===== src/rtl/mem_access.sv =====
// Memory-access stage: issues loads/stores on an SRAM-like request/response bus and
// registers one result per instruction. Define MEM_ADDR_CHECK_EN to raise AdEL/AdES.
module mem_access #(
  parameter int ADDR_W = 32,
  parameter int DATA_W = 32
) (
  input  logic              clk_i,
  input  logic              rst_i,
  input  logic              valid_i,
  input  logic [3:0]        mem_op_i,
  input  logic [ADDR_W-1:0] addr_i,
  input  logic [DATA_W-1:0] store_data_i,
  input  logic [DATA_W-1:0] alu_result_i,
  input  logic [4:0]        wd_i,
  input  logic              wreg_i,
  input  logic [31:0]       exception_type_i,
  input  logic [31:0]       current_instr_addr_i,
  input  logic              is_in_delayslot_i,
  input  logic              flush_i,
  output logic              stall_o,
  output logic              data_req_o,
  output logic              data_wr_o,
  output logic [1:0]        data_size_o,
  output logic [ADDR_W-1:0] data_addr_o,
  output logic [DATA_W-1:0] data_wdata_o,
  input  logic              data_addr_ok_i,
  input  logic              data_data_ok_i,
  input  logic [DATA_W-1:0] data_rdata_i,
  output logic              valid_o,
  output logic [4:0]        wd_o,
  output logic              wreg_o,
  output logic [DATA_W-1:0] wdata_o,
  output logic [31:0]       exception_type_o,
  output logic [ADDR_W-1:0] badvaddr_o,
  output logic [31:0]       current_instr_addr_o,
  output logic              is_in_delayslot_o
);

  localparam logic [3:0] OP_LB  = 4'd1;
  localparam logic [3:0] OP_LBU = 4'd2;
  localparam logic [3:0] OP_LH  = 4'd3;
  localparam logic [3:0] OP_LHU = 4'd4;
  localparam logic [3:0] OP_LW  = 4'd5;
  localparam logic [3:0] OP_SB  = 4'd6;
  localparam logic [3:0] OP_SH  = 4'd7;
  localparam logic [3:0] OP_SW  = 4'd8;

  typedef enum logic [1:0] {S_IDLE, S_REQ, S_WAIT, S_DRAIN} state_e;

  state_e            state_q;
  logic [3:0]        op_q;
  logic [ADDR_W-1:0] req_addr_q;
  logic [DATA_W-1:0] req_wdata_q;
  logic [1:0]        req_size_q;
  logic              req_wr_q;
  logic [4:0]        wd_q;
  logic              wreg_q;
  logic [31:0]       pc_q;
  logic              ds_q;

  logic              is_load, is_store, addr_err, accept;
  logic [1:0]        size_d;
  logic [ADDR_W-1:0] req_addr_d, badvaddr_d;
  logic [DATA_W-1:0] req_wdata_d, load_data_d;
  logic [31:0]       exc_d;
  logic [7:0]        ld_byte;
  logic [15:0]       ld_half;

  // NOTE: every signal written in always_comb gets a default first so no latch is inferred.
  always_comb begin
    is_load  = 1'b0;
    is_store = 1'b0;
    size_d   = 2'd0;
    case (mem_op_i)
      OP_LB, OP_LBU: is_load = 1'b1;
      OP_LH, OP_LHU: begin is_load = 1'b1; size_d = 2'd1; end
      OP_LW:         begin is_load = 1'b1; size_d = 2'd2; end
      OP_SB:         is_store = 1'b1;
      OP_SH:         begin is_store = 1'b1; size_d = 2'd1; end
      OP_SW:         begin is_store = 1'b1; size_d = 2'd2; end
      default: ;
    endcase
  end

  always_comb begin
    req_addr_d = addr_i;
`ifdef MEM_ADDR_CHECK_EN
    addr_err = (is_load | is_store) &&
               ((size_d == 2'd1 && addr_i[0]) || (size_d == 2'd2 && addr_i[1:0] != 2'b00));
`else
    // Without checking, misaligned accesses are silently aligned down to their size.
    addr_err = 1'b0;
    if (size_d == 2'd1)      req_addr_d[0]   = 1'b0;
    else if (size_d == 2'd2) req_addr_d[1:0] = 2'b00;
`endif
    exc_d      = exception_type_i;
    exc_d[4]   = exception_type_i[4] | (addr_err & is_load);
    exc_d[5]   = exception_type_i[5] | (addr_err & is_store);
    badvaddr_d = addr_err ? addr_i : '0;
    case (size_d)
      2'd0:    req_wdata_d = {4{store_data_i[7:0]}};
      2'd1:    req_wdata_d = {2{store_data_i[15:0]}};
      default: req_wdata_d = store_data_i;
    endcase
    accept = valid_i && !flush_i && (is_load | is_store) && !addr_err &&
             (exception_type_i == '0);
  end

  always_comb begin
    case (req_addr_q[1:0])
      2'd0:    ld_byte = data_rdata_i[7:0];
      2'd1:    ld_byte = data_rdata_i[15:8];
      2'd2:    ld_byte = data_rdata_i[23:16];
      default: ld_byte = data_rdata_i[31:24];
    endcase
    ld_half = req_addr_q[1] ? data_rdata_i[31:16] : data_rdata_i[15:0];
    case (op_q)
      OP_LB:   load_data_d = {{24{ld_byte[7]}}, ld_byte};
      OP_LBU:  load_data_d = {24'd0, ld_byte};
      OP_LH:   load_data_d = {{16{ld_half[15]}}, ld_half};
      OP_LHU:  load_data_d = {16'd0, ld_half};
      OP_LW:   load_data_d = data_rdata_i;
      default: load_data_d = '0;
    endcase
  end

  always_comb begin
    stall_o = 1'b0;
    case (state_q)
      S_IDLE:  stall_o = accept;
      S_REQ:   stall_o = 1'b1;
      S_WAIT:  stall_o = !data_data_ok_i;
      S_DRAIN: stall_o = 1'b1;
      default: stall_o = 1'b0;
    endcase
  end

  assign data_req_o   = (state_q == S_REQ);
  assign data_wr_o    = req_wr_q;
  assign data_size_o  = req_size_q;
  assign data_addr_o  = req_addr_q;
  assign data_wdata_o = req_wdata_q;

  // NOTE: state is updated with non-blocking assignments so every register samples pre-edge values.
  always_ff @(posedge clk_i) begin
    if (rst_i) begin
      state_q              <= S_IDLE;
      op_q                 <= '0;
      req_addr_q           <= '0;
      req_wdata_q          <= '0;
      req_size_q           <= '0;
      req_wr_q             <= 1'b0;
      wd_q                 <= '0;
      wreg_q               <= 1'b0;
      pc_q                 <= '0;
      ds_q                 <= 1'b0;
      valid_o              <= 1'b0;
      wd_o                 <= '0;
      wreg_o               <= 1'b0;
      wdata_o              <= '0;
      exception_type_o     <= '0;
      badvaddr_o           <= '0;
      current_instr_addr_o <= '0;
      is_in_delayslot_o    <= 1'b0;
    end else begin
      valid_o <= 1'b0;
      case (state_q)
        S_IDLE: begin
          if (accept) begin
            state_q     <= S_REQ;
            op_q        <= mem_op_i;
            req_addr_q  <= req_addr_d;
            req_wdata_q <= req_wdata_d;
            req_size_q  <= size_d;
            req_wr_q    <= is_store;
            wd_q        <= wd_i;
            wreg_q      <= wreg_i;
            pc_q        <= current_instr_addr_i;
            ds_q        <= is_in_delayslot_i;
          end else if (valid_i && !flush_i) begin
            valid_o              <= 1'b1;
            wd_o                 <= wd_i;
            wreg_o               <= wreg_i && !is_store && (exc_d == '0);
            wdata_o              <= alu_result_i;
            exception_type_o     <= exc_d;
            badvaddr_o           <= badvaddr_d;
            current_instr_addr_o <= current_instr_addr_i;
            is_in_delayslot_o    <= is_in_delayslot_i;
          end
        end
        S_REQ: begin
          if (data_addr_ok_i) state_q <= flush_i ? S_DRAIN : S_WAIT;
          else if (flush_i)   state_q <= S_IDLE;
        end
        S_WAIT: begin
          if (data_data_ok_i) begin
            state_q <= S_IDLE;
            if (!flush_i) begin
              valid_o              <= 1'b1;
              wd_o                 <= wd_q;
              wreg_o               <= wreg_q && !req_wr_q;
              wdata_o              <= load_data_d;
              exception_type_o     <= '0;
              badvaddr_o           <= '0;
              current_instr_addr_o <= pc_q;
              is_in_delayslot_o    <= ds_q;
            end
          end else if (flush_i) begin
            state_q <= S_DRAIN;
          end
        end
        S_DRAIN: begin
          // The in-flight response still has to be consumed before a new request.
          if (data_data_ok_i) state_q <= S_IDLE;
        end
        default: state_q <= S_IDLE;
      endcase
    end
  end

endmodule

===== config.mk =====
export PLATFORM = sky130hd
export DESIGN_NAME = mem_access
export DESIGN_NICKNAME = d
export VERILOG_FILES = /design/src/rtl/mem_access.sv
export SDC_FILE = /design/constraint.sdc
export NUM_CORES = 1
export LEC_CHECK = 0
export BUFFER_PORTS_ARGS = -buffer_cell sky130_fd_sc_hd__buf_2
export CORE_AREA = 2 2 162 164
export CTS_CLUSTER_SIZE = 28
export DETAILED_ROUTE_END_ITERATION = 7
export DIE_AREA = 0 0 164 166
export GPL_ROUTABILITY_DRIVEN = 0
export MAX_ROUTING_LAYER = met4
export PLACE_DENSITY = 0.68
export SLEW_MARGIN = 20
export SYNTH_ARGS = -nofsm -noshare
export SYNTH_HDL_FRONTEND = slang
export SYNTH_SLANG_ARGS = --single-unit

===== constraint.sdc =====
create_clock -name clk_i -period 3.5 [get_ports clk_i]
set_clock_uncertainty 0.1 [all_clocks]
set_input_delay 0.7 -clock clk_i [delete_from_list [all_inputs] [get_ports clk_i]]
set_output_delay 0.7 -clock clk_i [all_outputs]
set_load 0.02 [all_outputs]

## Word-level counts from Yosys, hierarchy flattened

Index checks and enable logic that the tools add are counted.

- Reductions and logical operators: 23
- Bitwise gates (word level): 1
- Muxes and demuxes: 57
- Eq/ne operators: 28

Operators with widths:

| operator | count |
|---|---|
| $mux W32 | 14 |
| $pmux W32 S2 | 5 |
| $pmux W32 S5 | 1 |
| $logic_not A32 Y1 | 1 |
| $eq A4 B3 Y1 const B | 6 |
| $pmux W8 S3 | 1 |
| $mux W5 | 4 |
| $mux W1 | 17 |
| $eq A4 B2 Y1 const B | 4 |
| $mux W16 | 1 |
| $mux W2 | 7 |
| $ne A2 B2 Y1 const B | 6 |
| $pmux W5 S2 | 1 |
| $eq A2 B2 Y1 const B | 4 |
| $eq A4 B1 Y1 const B | 2 |
| $pmux W2 S4 | 1 |
| $eq A2 B1 Y1 const B | 3 |
| $logic_and A1 B1 Y1 | 6 |
| $logic_not A2 Y1 | 3 |
| $pmux W1 S2 | 3 |
| $reduce_or A3 Y1 | 2 |
| $reduce_and A5 Y1 | 1 |
| $reduce_or A5 Y1 | 1 |
| $eq A4 B4 Y1 const B | 1 |
| 10 further kinds | 14 |

- Logic and storage cells: 127
- Output and inout bits: 205
- Flip-flop bits (word level): 248
- Input port bits: 209

## Depth between registers and ports, before layout

- Word-level depth: 9
- Depth in mapped cells: 9
- Depth with buffers taken out: 5

## Worst setup path before layout

No wires, ideal clock.

- Path kind: in2out
- Start point: in exception_type_i[19]
- End point: out stall_o
- Setup slack: 0.845 ns
- Stages: 4
- Buffers on the path: 0
- Arrival time: 1.855 ns
- Data required time: 2.700 ns
- Cells stage by stage: nor4_1 -> and4_1 -> nand4_1 -> o31ai_1

- Cells in the longest elaborated chain, start to end: 3

Ends and longest elaborated chain:

| what | RTL line | text |
|---|---|---|
| from (decl) | 16 | `input logic [31:0] exception_type_i,` |
| $logic_not A32 Y1 | 106 | `(exception_type_i == '0);` |
| $logic_and A1 B1 Y1 | 105 | `accept = valid_i && !flush_i && (is_load \| is_store) && !addr_err &&` |
| $pmux W1 S3 | 129 | `case (state_q)` |
| to (decl) | 20 | `output logic stall_o,` |

No other way between the ends.

## Final worst setup path

- Start point: in exception_type_i[16]
- End point: out stall_o

Same word-level chain as after synthesis.

==> flow_metrics.py <==
metrics = {
    "yosys": {
        "synth_area_per_cell_um2": 8.45,
        "synth_flop_cell": "dfxtp_1",
        "netlist_instances": 1156,
        "ys_seq_elements": 216,
        "yosysWarnings": 0,
        "yosysUniqueCellTypes": 56,
        "synth-edff-count": 0,
        "yosysTopAreaCellShare": 0.443,
        "synth_area_mm2": 0.00977,
        "seq_area_frac_synth": 0.443,
        "synth_area_leaders": "dfxtp_1 44%, a21oi_1 10%, nand2_1 7.5%, a211oi_1 4.9%, mux2i_1 4.6%",
        "async_flop_share": 0,
        "synth_largest_area_cell": "dfxtp_1",
    },
    "timing": {
        "worstMarginPinSlew_ns": 0.908,
        "period_needed_ns": 2.93,
        "hold_viol": 0,
        "grt_setup_unrepaired": "no",
        "final.setup.tns_ns": 0,
        "slew_violations": 0,
        "slew_headroom": 0.395,
        "setup_violations": 0,
        "whs_ns": 0.316,
        "timing.fmax_ghz": 0.342,
        "timing.final.crit_share": 0.836,
    },
    "floorplanning": {
        "start_util": 0.381,
        "dieHeight_um": 166,
        "placementRows": 59,
        "die_x_um": 164,
        "fp.dieArea_mm2": 0.0272,
        "io_pins": 414,
        "core_region_area_mm2": 0.0256,
    },
    "setup_path": {
        "path_buf_inv": 2,
        "cp_top_family": "simple AND/OR/NAND/NOR gates",
        "path_cells": "buf_2 -> nor4_1 -> and4_1 -> nand4_1 -> o31ai_1 -> buf_2",
        "cp.required_ns": 2.70,
        "cp_data_arrival_time_ns": 2.13,
        "slowest_delay_ns": 0.39,
        "critPathLaunchType": "input port",
        "cp_slowest_cell": "and4_1",
        "crit_fanout": 4,
        "path_class": "input port to output pin",
        "crit_top_cell": "buf_2",
        "cp-end-kind": "output pin",
    },
    "finish": {
        "final_layout_size_suffix_gt1_frac": 0.319,
        "seq_area_mm2": 0.00432,
        "fill_cells": 2495,
        "multiInputGateArea_mm2": 0.00480,
        "synthToLayoutAreaGrowth_pct": 28.7,
        "nets": 1675,
    },
    "drt": {
        "final_antenna_net_count": 0,
        "drt_iter0_markers": 853,
        "wire_per_inst_um": 17.9,
        "vias": 9861,
        "drt-total-wl_um": 32600,
        "drc": 0,
        "vias_per_cell": 5.42,
        "dr.pass1.iters": 6,
    },
    "clock_network": {
        "cts.hold.buffers_added": 0,
        "numCtsBuffers": 24,
        "htree_levels": 1,
        "clock-sinks": 216,
        "clk_latency_ns": 0.52,
        "cts_setup_buffers": 0,
        "cts_tree": "yes",
        "cts_root_buffer": "clkbuf_16",
        "clkSlewWorstSetupHoldPaths_ns": 0.06,
        "cts_buffer_depth": 3,
        "cts-resized-gates": 0,
    },
    "global_routing": {
        "gr-usage-all-layers": 0.235,
        "grt_start_max_net_pins": 175,
        "grt_overflow": 0,
        "antenna_found_initial": 3,
        "grt_pass1_vias": 9280,
        "grt_pass1_wl_um": 50500,
    },
    "outcome": {
        "outcome": "completed",
    },
    "place": {
        "io_buffers": 381,
        "dp_hpwl_um": 22500,
    },
    "power_and_ir_drop": {
        "power_mw": 5.89,
        "ir_worst_vdd_mv": 0.261,
        "leakage_nw": 5.51,
        "cellPowerDensity_mw_per_mm2": 469,
    },
    "min_path": {
        "min_path_type": "input port to flop",
    },
    "run": {
        "drv_cap": 0,
    },
}
-- tightest hold or removal path: cells and delay by family --
family                 cells  cell delay (ns)
AO/OA/AOI/OAI              1             0.05
buffers and inverters      1             0.09
AND/OR/NAND/NOR            1             0.05
-- stage by stage --
stage | setup slack [ns] | area (µm²) | util | cells
3_5_place_dp | 0.415 | 11700 | 0.456 | 1774
3_3_place_gp | 0.437 | 11700 | 0.456 | 1774
2_1_floorplan | 0.845 | 9880 | - | 1187
6_report | 0.574 | 12600 | 0.491 | 1820
4_1_cts | 0.582 | 12500 | 0.489 | 1816
5_1_grt | 0.431 | 12600 | 0.491 | 1820
-- final cells by class --
type                    instances  share of cell area
repair buffers                399               0.169
multi-input cells             812               0.382
diodes                          3            0.000597
clock buffers                  30              0.0536
well taps                     335              0.0334
inverters                      13             0.00388
flip-flops and latches        216               0.344
clock inverters                12              0.0136
-- registers in the layout (all words and copies together) (netlist names) --
signal                cells
current_instr_addr_o     32
data_addr_o              32
data_wdata_o             32
exception_type_o         32
pc_q                     32
wdata_o                  32
wd_o                      5
wd_q                      5
op_q                      4
data_size_o               2
state_q                   2
data_wr_o                 1
ds_q                      1
is_in_delayslot_o         1
valid_o                   1
wreg_o                    1
wreg_q                    1
-- synthesized netlist by cell type (3+ instances only) --
cell type and n:
nor4_1 8, clkbuf_1 67, nand2b_1 18, o41ai_1 3, nand4_1 34, nand3_1 3, a22oi_1 16, dfxtp_1 216
o221ai_1 8, nor3_1 3, and4_1 4, nor2b_1 7, a211oi_1 64, buf_1 5, a221oi_1 16, mux2_2 8
inv_1 12, buf_2 39, o41ai_2 4, a211oi_2 8, a311oi_1 16, o21ai_0 34, mux2i_1 45, a21oi_1 200
o21ai_1 24, buf_4 35, nor2_1 23, o211ai_1 7, nand2_1 195
-- worst paths after layout --
path,endpoint,slack [ns],startpoint,cells past startpoint
max reg2reg,wdata_o[22],0.89,state_q[0],6
min,data_addr_o[31],0.32,addr_i[31],3
min reg2reg,data_addr_o[8],0.35,data_addr_o[8],2
max,stall_o,0.57,exception_type_i[16],6
-- kinds of logic after synthesis --
group | share of synthesized area
mux | 0.0600
simple gates | 0.149
flops | 0.443
xor+xnor | 0.00269
other cells | 0.000384
compound gates | 0.266
buf+inv | 0.0796
-- power breakdown --
part	internal (mW)	switching, mW
clock	1.65	1.05
sequential	2.53	0.0351
combinational	0.234	0.396
-- layer usage --
metal	up-vias	global-route usage	share of wire
met4	0	0.0801	0.033
met5	-	-	0
met3	71	0.0534	0.081
met2	399	0.377	0.48
li1	4746	-	-
met1	4645	0.292	0.41
-- cell usage in the layout, fill, tap and decap left out, drive strengths merged, types with 9 or more instances in the layout --
cell type	count
a311oi	16
o21ai	58
nand4	34
mux2i	45
nand2	195
buf	399
nand2b	18
nor4	9
clkbuf	30
a22oi	16
a21oi	201
conb	32
inv	13
dfxtp	216
a221oi	16
nor2	25
a211oi	72
(Power assumes the default switching activity.)
